**src/rtl/regfile_write_arbiter.sv**
```systemverilog
`timescale 1ns/1ps
// -----------------------------------------------------------------------------
// regfile_write_arbiter
// Shares the register file's single write port between two writeback
// producers: requester A (load path) and requester B (ALU path). Each side
// owns a small FIFO with a valid/ready handshake. A has fixed priority, and B
// is forced to win once it has lost STARVE_LIMIT arbitrations in a row.
// One write is drained per cycle into registered WriteReg/DstReg/DstData.
//
// Ports:
//   clk, rst              clock, asynchronous active-high reset
//   a_valid/a_ready       A handshake; a_reg/a_data = A destination/data
//   b_valid/b_ready       B handshake; b_reg/b_data = B destination/data
//   WriteReg              register file write enable (registered)
//   DstReg / DstData      register file write address / data (registered)
//   pending_mask          bit r set while any queued entry targets register r
// -----------------------------------------------------------------------------
module regfile_write_arbiter #(
    parameter int DEPTH        = 2,
    parameter int STARVE_LIMIT = 3
) (
    input  logic        clk,
    input  logic        rst,
    input  logic        a_valid,
    output logic        a_ready,
    input  logic [3:0]  a_reg,
    input  logic [15:0] a_data,
    input  logic        b_valid,
    output logic        b_ready,
    input  logic [3:0]  b_reg,
    input  logic [15:0] b_data,
    output logic        WriteReg,
    output logic [3:0]  DstReg,
    output logic [15:0] DstData,
    output logic [15:0] pending_mask
);

    localparam int PW = (DEPTH > 1) ? $clog2(DEPTH) : 1;
    localparam int CW = $clog2(DEPTH + 1);
    localparam int SW = $clog2(STARVE_LIMIT + 1);

    // Requester index 0 is A, index 1 is B.
    logic [3:0]    r_fifo_reg  [2][DEPTH];
    logic [15:0]   r_fifo_data [2][DEPTH];
    logic [PW-1:0] r_rd        [2];
    logic [PW-1:0] r_wr        [2];
    logic [CW-1:0] r_cnt       [2];
    logic [SW-1:0] r_starve;
    logic          r_write_reg;
    logic [3:0]    r_dst_reg;
    logic [15:0]   r_dst_data;

    logic [1:0]    w_in_valid;
    logic [3:0]    w_in_reg  [2];
    logic [15:0]   w_in_data [2];
    logic [1:0]    w_ready;
    logic [1:0]    w_enq;
    logic [1:0]    w_deq;
    logic [1:0]    w_ne;
    logic          w_grant_a;
    logic          w_grant_b;
    logic          w_win_any;
    logic [3:0]    w_win_reg;
    logic [15:0]   w_win_data;
    logic [15:0]   w_pending;

    // An entry is live when its distance from the read pointer is below count.
    function automatic logic entry_live(input logic [PW-1:0] idx,
                                        input logic [PW-1:0] rd,
                                        input logic [CW-1:0] cnt);
        logic [PW-1:0] off;
        off = idx - rd;
        return (CW'(off) < cnt);
    endfunction

    assign w_in_valid   = {b_valid, a_valid};
    assign w_in_reg[0]  = a_reg;
    assign w_in_reg[1]  = b_reg;
    assign w_in_data[0] = a_data;
    assign w_in_data[1] = b_data;

    // Ready comes only from the registered count, never from this cycle's dequeue.
    assign w_ready[0] = (r_cnt[0] != CW'(DEPTH));
    assign w_ready[1] = (r_cnt[1] != CW'(DEPTH));
    assign w_enq      = w_in_valid & w_ready;
    assign w_ne[0]    = (r_cnt[0] != {CW{1'b0}});
    assign w_ne[1]    = (r_cnt[1] != {CW{1'b0}});

    // B wins when A is empty or B has exhausted its starvation allowance.
    assign w_grant_b = w_ne[1] && (!w_ne[0] || (r_starve == SW'(STARVE_LIMIT)));
    assign w_grant_a = w_ne[0] && !w_grant_b;
    assign w_deq     = {w_grant_b, w_grant_a};
    assign w_win_any = w_grant_a || w_grant_b;

    // Select the winning FIFO head for the output stage.
    always_comb begin
        w_win_reg  = 4'd0;
        w_win_data = 16'd0;
        if (w_grant_a) begin
            w_win_reg  = r_fifo_reg[0][r_rd[0]];
            w_win_data = r_fifo_data[0][r_rd[0]];
        end else if (w_grant_b) begin
            w_win_reg  = r_fifo_reg[1][r_rd[1]];
            w_win_data = r_fifo_data[1][r_rd[1]];
        end else begin
            w_win_reg  = 4'd0;
            w_win_data = 16'd0;
        end
    end

    // Pending mask: OR of destinations of all live entries; R0 never shows.
    always_comb begin
        w_pending = 16'd0;
        for (int q = 0; q < 2; q++) begin
            for (int i = 0; i < DEPTH; i++) begin
                w_pending[r_fifo_reg[q][i]] = w_pending[r_fifo_reg[q][i]] |
                    (entry_live(PW'(i), r_rd[q], r_cnt[q]) &&
                     (r_fifo_reg[q][i] != 4'd0));
            end
        end
        w_pending[0] = 1'b0;
    end

    // FIFO pointers, counts and storage for both requesters.
    always_ff @(posedge clk or posedge rst) begin
        if (rst) begin
            for (int q = 0; q < 2; q++) begin
                r_rd[q]  <= {PW{1'b0}};
                r_wr[q]  <= {PW{1'b0}};
                r_cnt[q] <= {CW{1'b0}};
                for (int i = 0; i < DEPTH; i++) begin
                    r_fifo_reg[q][i]  <= 4'd0;
                    r_fifo_data[q][i] <= 16'd0;
                end
            end
        end else begin
            for (int q = 0; q < 2; q++) begin
                if (w_enq[q]) begin
                    r_fifo_reg[q][r_wr[q]]  <= w_in_reg[q];
                    r_fifo_data[q][r_wr[q]] <= w_in_data[q];
                    r_wr[q]                 <= r_wr[q] + PW'(1);
                end
                if (w_deq[q]) begin
                    r_rd[q] <= r_rd[q] + PW'(1);
                end
                case ({w_enq[q], w_deq[q]})
                    2'b10:   r_cnt[q] <= r_cnt[q] + CW'(1);
                    2'b01:   r_cnt[q] <= r_cnt[q] - CW'(1);
                    default: r_cnt[q] <= r_cnt[q];
                endcase
            end
        end
    end

    // Starvation counter: counts B's consecutive losses, saturating at the limit.
    always_ff @(posedge clk or posedge rst) begin
        if (rst) begin
            r_starve <= {SW{1'b0}};
        end else if (w_ne[1] && w_grant_a) begin
            if (r_starve != SW'(STARVE_LIMIT)) begin
                r_starve <= r_starve + SW'(1);
            end
        end else begin
            r_starve <= {SW{1'b0}};
        end
    end

    // Output stage. Idle and R0 writes drive DstReg=0 because the bypass
    // compares DstReg without looking at WriteReg.
    always_ff @(posedge clk or posedge rst) begin
        if (rst) begin
            r_write_reg <= 1'b0;
            r_dst_reg   <= 4'd0;
            r_dst_data  <= 16'd0;
        end else if (w_win_any && (w_win_reg != 4'd0)) begin
            r_write_reg <= 1'b1;
            r_dst_reg   <= w_win_reg;
            r_dst_data  <= w_win_data;
        end else begin
            r_write_reg <= 1'b0;
            r_dst_reg   <= 4'd0;
            r_dst_data  <= 16'd0;
        end
    end

    assign a_ready      = w_ready[0];
    assign b_ready      = w_ready[1];
    assign WriteReg     = r_write_reg;
    assign DstReg       = r_dst_reg;
    assign DstData      = r_dst_data;
    assign pending_mask = w_pending;

endmodule
```
**config.mk**
```make
export PLATFORM = sky130hd
export DESIGN_NAME = regfile_write_arbiter
export DESIGN_NICKNAME = d
export VERILOG_FILES = /design/src/rtl/regfile_write_arbiter.sv
export SDC_FILE = /design/constraint.sdc
export NUM_CORES = 1
export LEC_CHECK = 0
export ABC_AREA = 1
export ABC_CLOCK_PERIOD_IN_PS = 4560
export CAP_MARGIN = 20
export CELL_PAD_IN_SITES_DETAIL_PLACEMENT = 0
export CELL_PAD_IN_SITES_GLOBAL_PLACEMENT = 1
export CORE_MARGIN = 2
export CORE_UTILIZATION = 40
export DETAILED_ROUTE_END_ITERATION = 12
export GPL_TIMING_DRIVEN = 0
export PLACE_DENSITY = 0.91
export SYNTH_ARGS = -nofsm -noshare
export SYNTH_HDL_FRONTEND = slang
export SYNTH_SLANG_ARGS = --single-unit
```
**constraint.sdc**
```tcl
create_clock -name clk -period 4.56 [get_ports clk]
set_input_delay 0.912 -clock clk [delete_from_list [all_inputs] [get_ports clk]]
set_output_delay 0.912 -clock clk [all_outputs]
set_load 0.05 [all_outputs]
```
Word level (Yosys, flattened, before mapping):

Memory sizes are Yosys's and may differ from the RTL's.
Index checks and enable logic that the tools add are counted.

* register bits: 111
* ROM bits: 16
* input bits: 44
* output and inout bits: 39
* word-level logic and storage cells: 149
* memories: 1

Memories
* (name not given): words 16, bits a word 1, read ports 1, clocked after Yosys merged registers in 0, write ports 0, RTL line 116 `w_pending[r_fifo_reg[q][i]] = w_pending[r_fifo_reg[q][i]] |`

* $add $sub $neg: 13
* $lt $le $gt $ge: 18
* eq/ne operators: 9
* multiplexer cells: 53
* bitwise gates (word level): 10
* reduce and logical (&&, ||, !) cells: 27

Operators by type and width (number)
* two-way mux 16 bit: 11
* bitwise mux 32 bit: 2
* bitwise mux 16 bit: 3
* two-way mux 4 bit: 11
* demux 16 bit (select 1 bit): 2
* less-than comparator 4 x 5 -> 1 bit (second input constant): 4
* nonzero test 4 bit: 5
* AND 16 bit: 1
* bitwise mux 8 bit: 2
* demux 1 bit (select 4 bit): 4
* greater-or-equal comparator 4 x 1 -> 1 bit (second input constant): 4
* logical AND 1 bit: 14
* binary-select mux 1 bit (select 4 bit): 3
* two-way mux 1 bit: 9
* demux 4 bit (select 1 bit): 2
* greater-or-equal comparator 2 bit (second input constant): 4
* less-than comparator 1 x 2 -> 1 bit: 4
* NOT 1 -> 2 bit: 4
* case mux 2 bit (2 select lines): 2
* nonzero test 2 bit: 4
* adder 2 x 1 -> 2 bit (second input constant): 3
* equality test 2 bit (second input constant): 3
* inequality test 2 bit (second input constant): 3
* adder 1 bit (second input constant): 4
* other kinds (10): 22

Logic depth before layout (Yosys ltp):

Gate-level depths: netlist (run 1).

* depth in word-level cells: 17
* depth in mapped cells: 28
* mapped depth without buffers: 24

Least setup slack after synthesis (run 1):

No wires, ideal clock.

* path kind: register -> output
* from: reg r_rd[1] (netlist name)
* to: out pending_mask[11]
* arrival time: 2.995 ns
* data required time: 3.648 ns
* slack: 0.653 ns
* cell stages (with the launch flop): 29
* buffers on the path: 5
* cells stage by stage: dfrtp_1 -> buf_4 -> inv_4 -> nand2_2 -> nand2_4 -> buf_6 -> nand3_1 -> nand3_1 -> nand2_1 -> nand2_1 -> nor2_4 -> buf_4 -> nand3_1 -> o211ai_1 -> nand2_1 -> nor2_1 -> nor2_1 -> nor2_4 -> buf_4 -> nand3_1 -> nand3_1 -> nand3_1 -> nand2_1 -> inv_2 -> nor2_1 -> nand3_2 -> buf_6 -> nand2_1 -> nand2_1

* longest elaborated chain between the ends: 17
* elaborated cells between the ends (all ways): 20
* classes of those cells: add/sub (2); order compare (2); mux (9); bitwise (5); reduce/logical (2)

RTL lines
* start: declaration: RTL line 45 `logic [PW-1:0] r_rd [2];`
* start signal: indexed assignment: RTL line 128 `r_rd[q] <= {PW{1'b0}};`
* start signal: indexed assignment: RTL line 144 `r_rd[q] <= r_rd[q] + PW'(1);`
* subtractor 1 bit: RTL line 72 `off = idx - rd;`
* less-than comparator 1 x 2 -> 1 bit: RTL line 73 `return (CW'(off) < cnt);`
* logical AND 1 bit: RTL line 117 `(entry_live(PW'(i), r_rd[q], r_cnt[q]) &&`
* OR 1 bit: RTL line 116
* AND 16 bit (no line)
* binary-select mux 1 bit (select 4 bit): RTL line 116
* two-way mux 1 bit (implied by the code): RTL line 116
* OR 1 bit: RTL line 116
* bitwise mux 16 bit (*): RTL line 116
* binary-select mux 1 bit (select 4 bit): RTL line 116
* two-way mux 1 bit (implied by the code): RTL line 116
* OR 1 bit: RTL line 116
* bitwise mux 16 bit (*): RTL line 116
* binary-select mux 1 bit (select 4 bit): RTL line 116
* two-way mux 1 bit (implied by the code): RTL line 116
* OR 1 bit: RTL line 116
* bitwise mux 16 bit (*): RTL line 116
* end: declaration: RTL line 35 `output logic [15:0] pending_mask`

Every way passes the cells marked *; elsewhere a longest branch is shown, timed or not. The select of a mux whose other input is x is not followed.

Worst setup path after layout (run 1):

* from: reg r_rd[1] (netlist name)
* to: out pending_mask[7]

Same word-level chain as after synthesis.

==> results of run 1 <==
[stage by stage]
step | hold WS [ps] | utilization [%]
detailed placement | 427 | 48.4
floorplan | 410 | -
CTS | 440 | 52.6
global route | 469 | 54.8
global placement | 424 | 48.2
finish | 443 | 54.8
[repair_timing]
action / CTS / global route
setup buffers: 18 / 6
resized for setup: 150 / 87
pin swaps: 22 / 34
gates cloned: 6 / 0
setup endpoints to repair: 15 / 15
[layer usage]
layer / global-route usage [%] / share of wire [%]
met1: 28.8 / 44
met2: 37.8 / 49
met5: 0 / 0
met3: 2.64 / 4.6
met4: 9.11 / 2.8
[power groups by stage]
stage	Combinational [mW]	Clock [mW]	Sequential [mW]
finish	4.21	0.788	1.76
global route	4.63	0.834	1.81
CTS	3.87	0.796	1.75
detailed placement	3.57	0	1.75
global placement	3.52	0	1.74
floorplan	2.37	0	1.88
[path summary, 6_finish.rpt]
path,depth (start not counted),startpoint,slack [ps],end
min reg2reg,1,r_starve[0],440,r_starve[0]
max reg2reg,10,r_cnt[2],1580,DstData[0]
min,1,r_starve[0],440,r_starve[0]
min in group asynchronous,2,rst,970,r_fifo_data[38]
max,29,r_rd[1],-20,pending_mask[7]
max in group asynchronous,3,rst,2870,r_fifo_reg[1]
[placed cells by master (no fill, tap or decap), types with 2 or more instances in the layout]
cell,instances
xnor2_1,2
nand3_2,25
inv_1,79
clkinv_4,2
nand2_1,229
clkbuf_16,9
inv_2,9
o211ai_1,4
buf_2,2
nand2_4,3
buf_1,2
buf_6,35
buf_4,15
nand2_2,34
nor2_2,10
o21ai_1,3
o22ai_1,7
nand3_4,7
dfrtp_2,6
nor2_4,4
dfrtp_1,105
clkinv_2,3
buf_8,4
clkbuf_1,25
xor2_1,4
ha_1,3
a21oi_1,39
nand3b_1,15
nor2_1,102
nand3_1,37
or2_2,3
nand4_1,6
o21ai_0,119
clkdlybuf4s50_1,66
[logic make-up after synthesis]
group                      share of synthesized area, %
other                                            0.0595
DFF                                                44.1
buffers and inverters                              8.45
adders and majority gates                         0.595
AOI/OAI and AO/OA                                  14.0
xor gates and xnor gates                          0.833
and+or+nand+nor                                    32.0
[cell usage after synthesis (4+ instances only)]
library cell    n  area, sq um
o22ai_1         7         43.8
a21oi_1        39          195
clkbuf_1       25         93.8
o21ai_0       120          601
inv_2           7         26.3
o211ai_1        4         30.0
inv_1          82          308
buf_4           5         37.5
xor2_1          4         35.0
nor2_4          4         45.0
nor2_1        112          420
nand4_1         6         37.5
buf_6           4         45.0
nand3_1        67          335
dfrtp_1       111         2780
nand2_1       264          991
nand3b_1       15          113
[critical path, delay by kind of cell, from the launching register on]
| kind | cells | cell delay, ps |
|---|---|---|
| buf+inv | 13 | 1510 |
| flops | 1 | 350 |
| simple gates | 15 | 1340 |
| compound gates | 1 | 110 |
[layout make-up]
class	instances	area, sq um
fill	1535	6930
multi-input combinational	661	3330
sequential	111	2790
timing repair buffer	113	1160
inverter	91	352
tap	211	264
clock buffer	9	225
buffer	37	204
clock inverter	7	71.3
==> results.json, run 1 <==
{
  "intPower_mw": 3.36,
  "synth-seq-area-share_pct": 44.1,
  "cpPeakStageDelay_ps": 350,
  "port_buffers": 81,
  "place.gp.congestion": 0.912,
  "yosysUniqueCellTypes": 32,
  "max_slew_margin_pct": 50.0,
  "dp.cells": 1194,
  "power_density_nw_per_um2": 806,
  "antenna_found_initial": 0,
  "syn_to_final_growth_pct": 33.1,
  "cts_tree": "built",
  "setup_viol": 3,
  "p_seq_share_pct": 26.0,
  "gr-usage-all-layers_pct": 22.2,
  "slew_violations": 0,
  "rsz0062_at_grt": "yes",
  "stdcell_area_sq_um": 8390,
  "drcViolationCount": 0,
  "viasPerCell": 5.13,
  "die_w_um": 130,
  "clockRootBuffer": "clkbuf_16",
  "clock_latency_ps": 350,
  "die_h_um": 130,
  "post-place-ws_ps": -304,
  "cts_buffers": 9,
  "finalWorstSetupSlack_ps": -16.7,
  "largest_register_ffs": 64,
  "crit_required_ps": 3650,
  "htreeDepth": 3,
  "dieArea_sq_um": 16800,
  "clockBufferDepth": 2,
  "dp_hpwl_mm": 12.9,
  "outcome": "finished, violations left",
  "p_sw_share_pct": 50.3,
  "drive_gt1_share_pct": 17.3,
  "clockPowerShare_pct": 11.7,
  "instances_no_fill": 1240,
  "period_share_pct": 100,
  "crit_type": "reg -> out",
  "layout_min_cycle_time_ps": 4580,
  "placed_cell_area_sq_um": 7410,
  "critPathSlowestCell": "dfrtp_1",
  "setup_tns_ps": -20.6,
  "synth-main-ff-cell": "dfrtp_1",
  "wl_mm": 18.1,
  "hold_violations": 0,
  "diodes": 0,
  "cts.sinks": 111,
  "ctsHoldBuffers": 0,
  "synth_nets": 947,
  "min_path_type": "reg -> reg",
  "critPathCaptureType": "output port",
  "grt_pass1_vias": 6125,
  "rows": 45,
  "start_util_pct": 41.2,
  "first_pass_iters": 7,
  "grt_max_degree": 69,
  "ys_async_sr_fraction_pct": 100,
  "worst_ir_drop_vdd_mv": 0.403,
  "max_freq_mhz": 219,
  "core_sq_um": 15300,
  "worstSetupStartpointType": "register",
  "syn_area_sq_um": 6300,
  "dr.first_iter.drc_count": 490,
  "wl_per_cell_um": 14.6,
  "grt_remaining_overflow": 0,
  "synth.avg_cell_area_sq_um": 7.01,
  "path_clk_slew_ps": 70,
  "power_mw": 6.76,
  "arrival_ps": 3660,
  "nets": 1071,
  "worstMarginPinSlew_ps": 750,
  "finClkSkew_ps": 10.9,
  "p_switching_mw": 3.40,
  "syn_inst": 900,
  "violations": "setup timing",
  "synth_edf_count": 0,
  "grt_pass1_wl_mm": 29.2,
  "vias": 6356,
  "postRouteAntennaNets": 0,
  "worst_path_most_repeated_cell": "buf_6",
  "p_comb_share_pct": 62.3,
  "ios": 83,
  "leakage_nw": 3.92,
  "cap_violations": 0,
  "yosys_warnings": 0,
  "cp_max_fo": 5,
  "yosys_register_bits": 111
}
(Power assumes the default switching activity.)
==> run 2, diff against run 1 <==
ABC_CLOCK_PERIOD_IN_PS = 5100   (was 4560)
clock period = 5.1 ns   (was 4.56 ns; I/O delays follow)
==> run 2 against run 1 <==
Clock power down 11%. Register-to-register slack better by 520 ps. Critical path depth down 3. The flow now finishes without violations. Final cell count down 1.9%. Highest routed layer unchanged. Sequential power down 11%. Combinational power down 24%. Total power down 19%. Largest power group unchanged. Via count down 3.0%. Global-route usage down 0.89 points. Clock skew down 2.7 ps. Wire length down 4.6%.
==> results.json, run 2 (synthesized netlist as in run 1, its figures left out) <==
{
  "post-place-ws_ps": 128,
  "layout_min_cycle_time_ps": 4780,
  "die_h_um": 130,
  "finClkSkew_ps": 8.20,
  "start_util_pct": 41.2,
  "grt_pass1_wl_mm": 28.0,
  "outcome": "finished clean",
  "crit_required_ps": 4080,
  "crit_family": "simple AND/OR/NAND/NOR gates",
  "drive_gt1_share_pct": 6.87,
  "leakage_nw": 3.72,
  "cp_max_fo": 10,
  "first_pass_iters": 7,
  "largest_register_ffs": 64,
  "worstSetupStartpointType": "register",
  "clockBufferDepth": 2,
  "worst_ir_drop_vdd_mv": 0.360,
  "ctsHoldBuffers": 0,
  "max_freq_mhz": 209,
  "diodes": 0,
  "crit_type": "reg -> out",
  "instances_no_fill": 1216,
  "dieArea_sq_um": 16800,
  "wl_mm": 17.3,
  "port_buffers": 81,
  "dp_hpwl_mm": 12.9,
  "worstMarginPinSlew_ps": 751,
  "dr.first_iter.drc_count": 473,
  "die_w_um": 130,
  "worst-path-buf-inv": 6,
  "place.gp.congestion": 0.912,
  "arrival_ps": 3760,
  "drcViolationCount": 0,
  "cts_tree": "built",
  "syn_to_final_growth_pct": 22.0,
  "clock_latency_ps": 350,
  "grt_pass1_vias": 5854,
  "htreeDepth": 3,
  "critPathSlowestCell": "dfrtp_1",
  "cts.sinks": 111,
  "viasPerCell": 5.07,
  "critPathCaptureType": "output port",
  "grt_remaining_overflow": 0,
  "wl_per_cell_um": 14.2,
  "clockRootBuffer": "clkbuf_16",
  "setup_tns_ps": 0,
  "max_slew_margin_pct": 49.9,
  "cap_violations": 0,
  "gr-usage-all-layers_pct": 21.3,
  "cpPeakStageDelay_ps": 460,
  "core_sq_um": 15300,
  "rsz0062_at_grt": "no",
  "hold_violations": 0,
  "period_share_pct": 93.7,
  "path_clk_slew_ps": 70,
  "nets": 1047,
  "cts_buffers": 9,
  "min_path_type": "reg -> reg",
  "ios": 83,
  "postRouteAntennaNets": 0,
  "power_density_nw_per_um2": 709,
  "mostFrequentLayoutCells": "nand2_1 (264), o21ai_0 (120), nor2_1 (112)",
  "finalWorstSetupSlack_ps": 321,
  "layout_commonest_cell": "nand2_1",
  "grt_max_degree": 69,
  "dp.cells": 1194,
  "worst_path_most_repeated_cell": "nor2_1",
  "vias": 6167,
  "power_mw": 5.45,
  "setup_viol": 0,
  "slew_violations": 0,
  "antenna_found_initial": 0,
  "rows": 45
}
run 2: cell count changes in the layout (fill, tap and decap cells not counted), moves of 7 or more:
cell / change
buf_2: +8
buf_6: -29
nand2_1: +35
nand2_2: -33
nand3_1: +30
nand3_2: -23
nand3_4: -7
nor2_1: +10
nor2_2: -10
run 2: timing repair:
| item | CTS | global route |
|---|---|---|
| pin swaps | 0 | 3 |
| setup buffers | 0 | 6 |
| endpoints found under the setup margin | 15 | 15 |
| gates resized for setup | 15 | 42 |
run 2: worst paths after layout:
check,end,slack (ps),cells after the start,startpoint
max,pending_mask[9],320,26,r_fifo_reg[9]
max in group asynchronous,DstData[3],3300,3,rst
min reg2reg,r_starve[0],440,1,r_starve[0]
max reg2reg,DstData[0],2100,10,r_cnt[2]
min in group asynchronous,r_fifo_data[38],1080,2,rst
min,r_starve[0],440,1,r_starve[0]
run 2: routing by layer:
metal	global-route usage [%]	vias to the layer above	share of wire (%)
met2	36.1	140	48
li1	-	3089	-
met4	8.35	0	2.7
met3	2.60	27	4.2
met5	0	-	0
met1	27.9	2911	45
run 2: layout make-up:
class | count | area [sq um]
Buffer | 37 | 196
Clock buffer | 9 | 225
Clock inverter | 7 | 71.3
Fill cell | 1618 | 7620
Inverter | 91 | 347
Multi-Input combinational cell | 661 | 2990
Sequential cell | 111 | 2780
Tap cell | 211 | 264
Timing Repair Buffer | 89 | 816
run 2: metrics by stage:
stage / utilization, % / hold WS (ps) / instance area, sq um
after floorplan: - / 410 / 6300
after global placement: 48.2 / 424 / 7380
after detailed placement: 48.4 / 427 / 7410
after CTS: 50.2 / 440 / 7690
after global routing: 50.2 / 469 / 7690
final: 50.2 / 443 / 7690
run 2: power by group:
| group | leakage (nW) | total, mW | switching, mW | internal, mW |
|---|---|---|---|---|
| logic | 2.18 | 3.19 | 2.20 | 0.987 |
| registers | 1.39 | 1.56 | 0.268 | 1.29 |
| clock network | 0.150 | 0.703 | 0.321 | 0.382 |
| total | 3.72 | 5.45 | 2.79 | 2.66 |
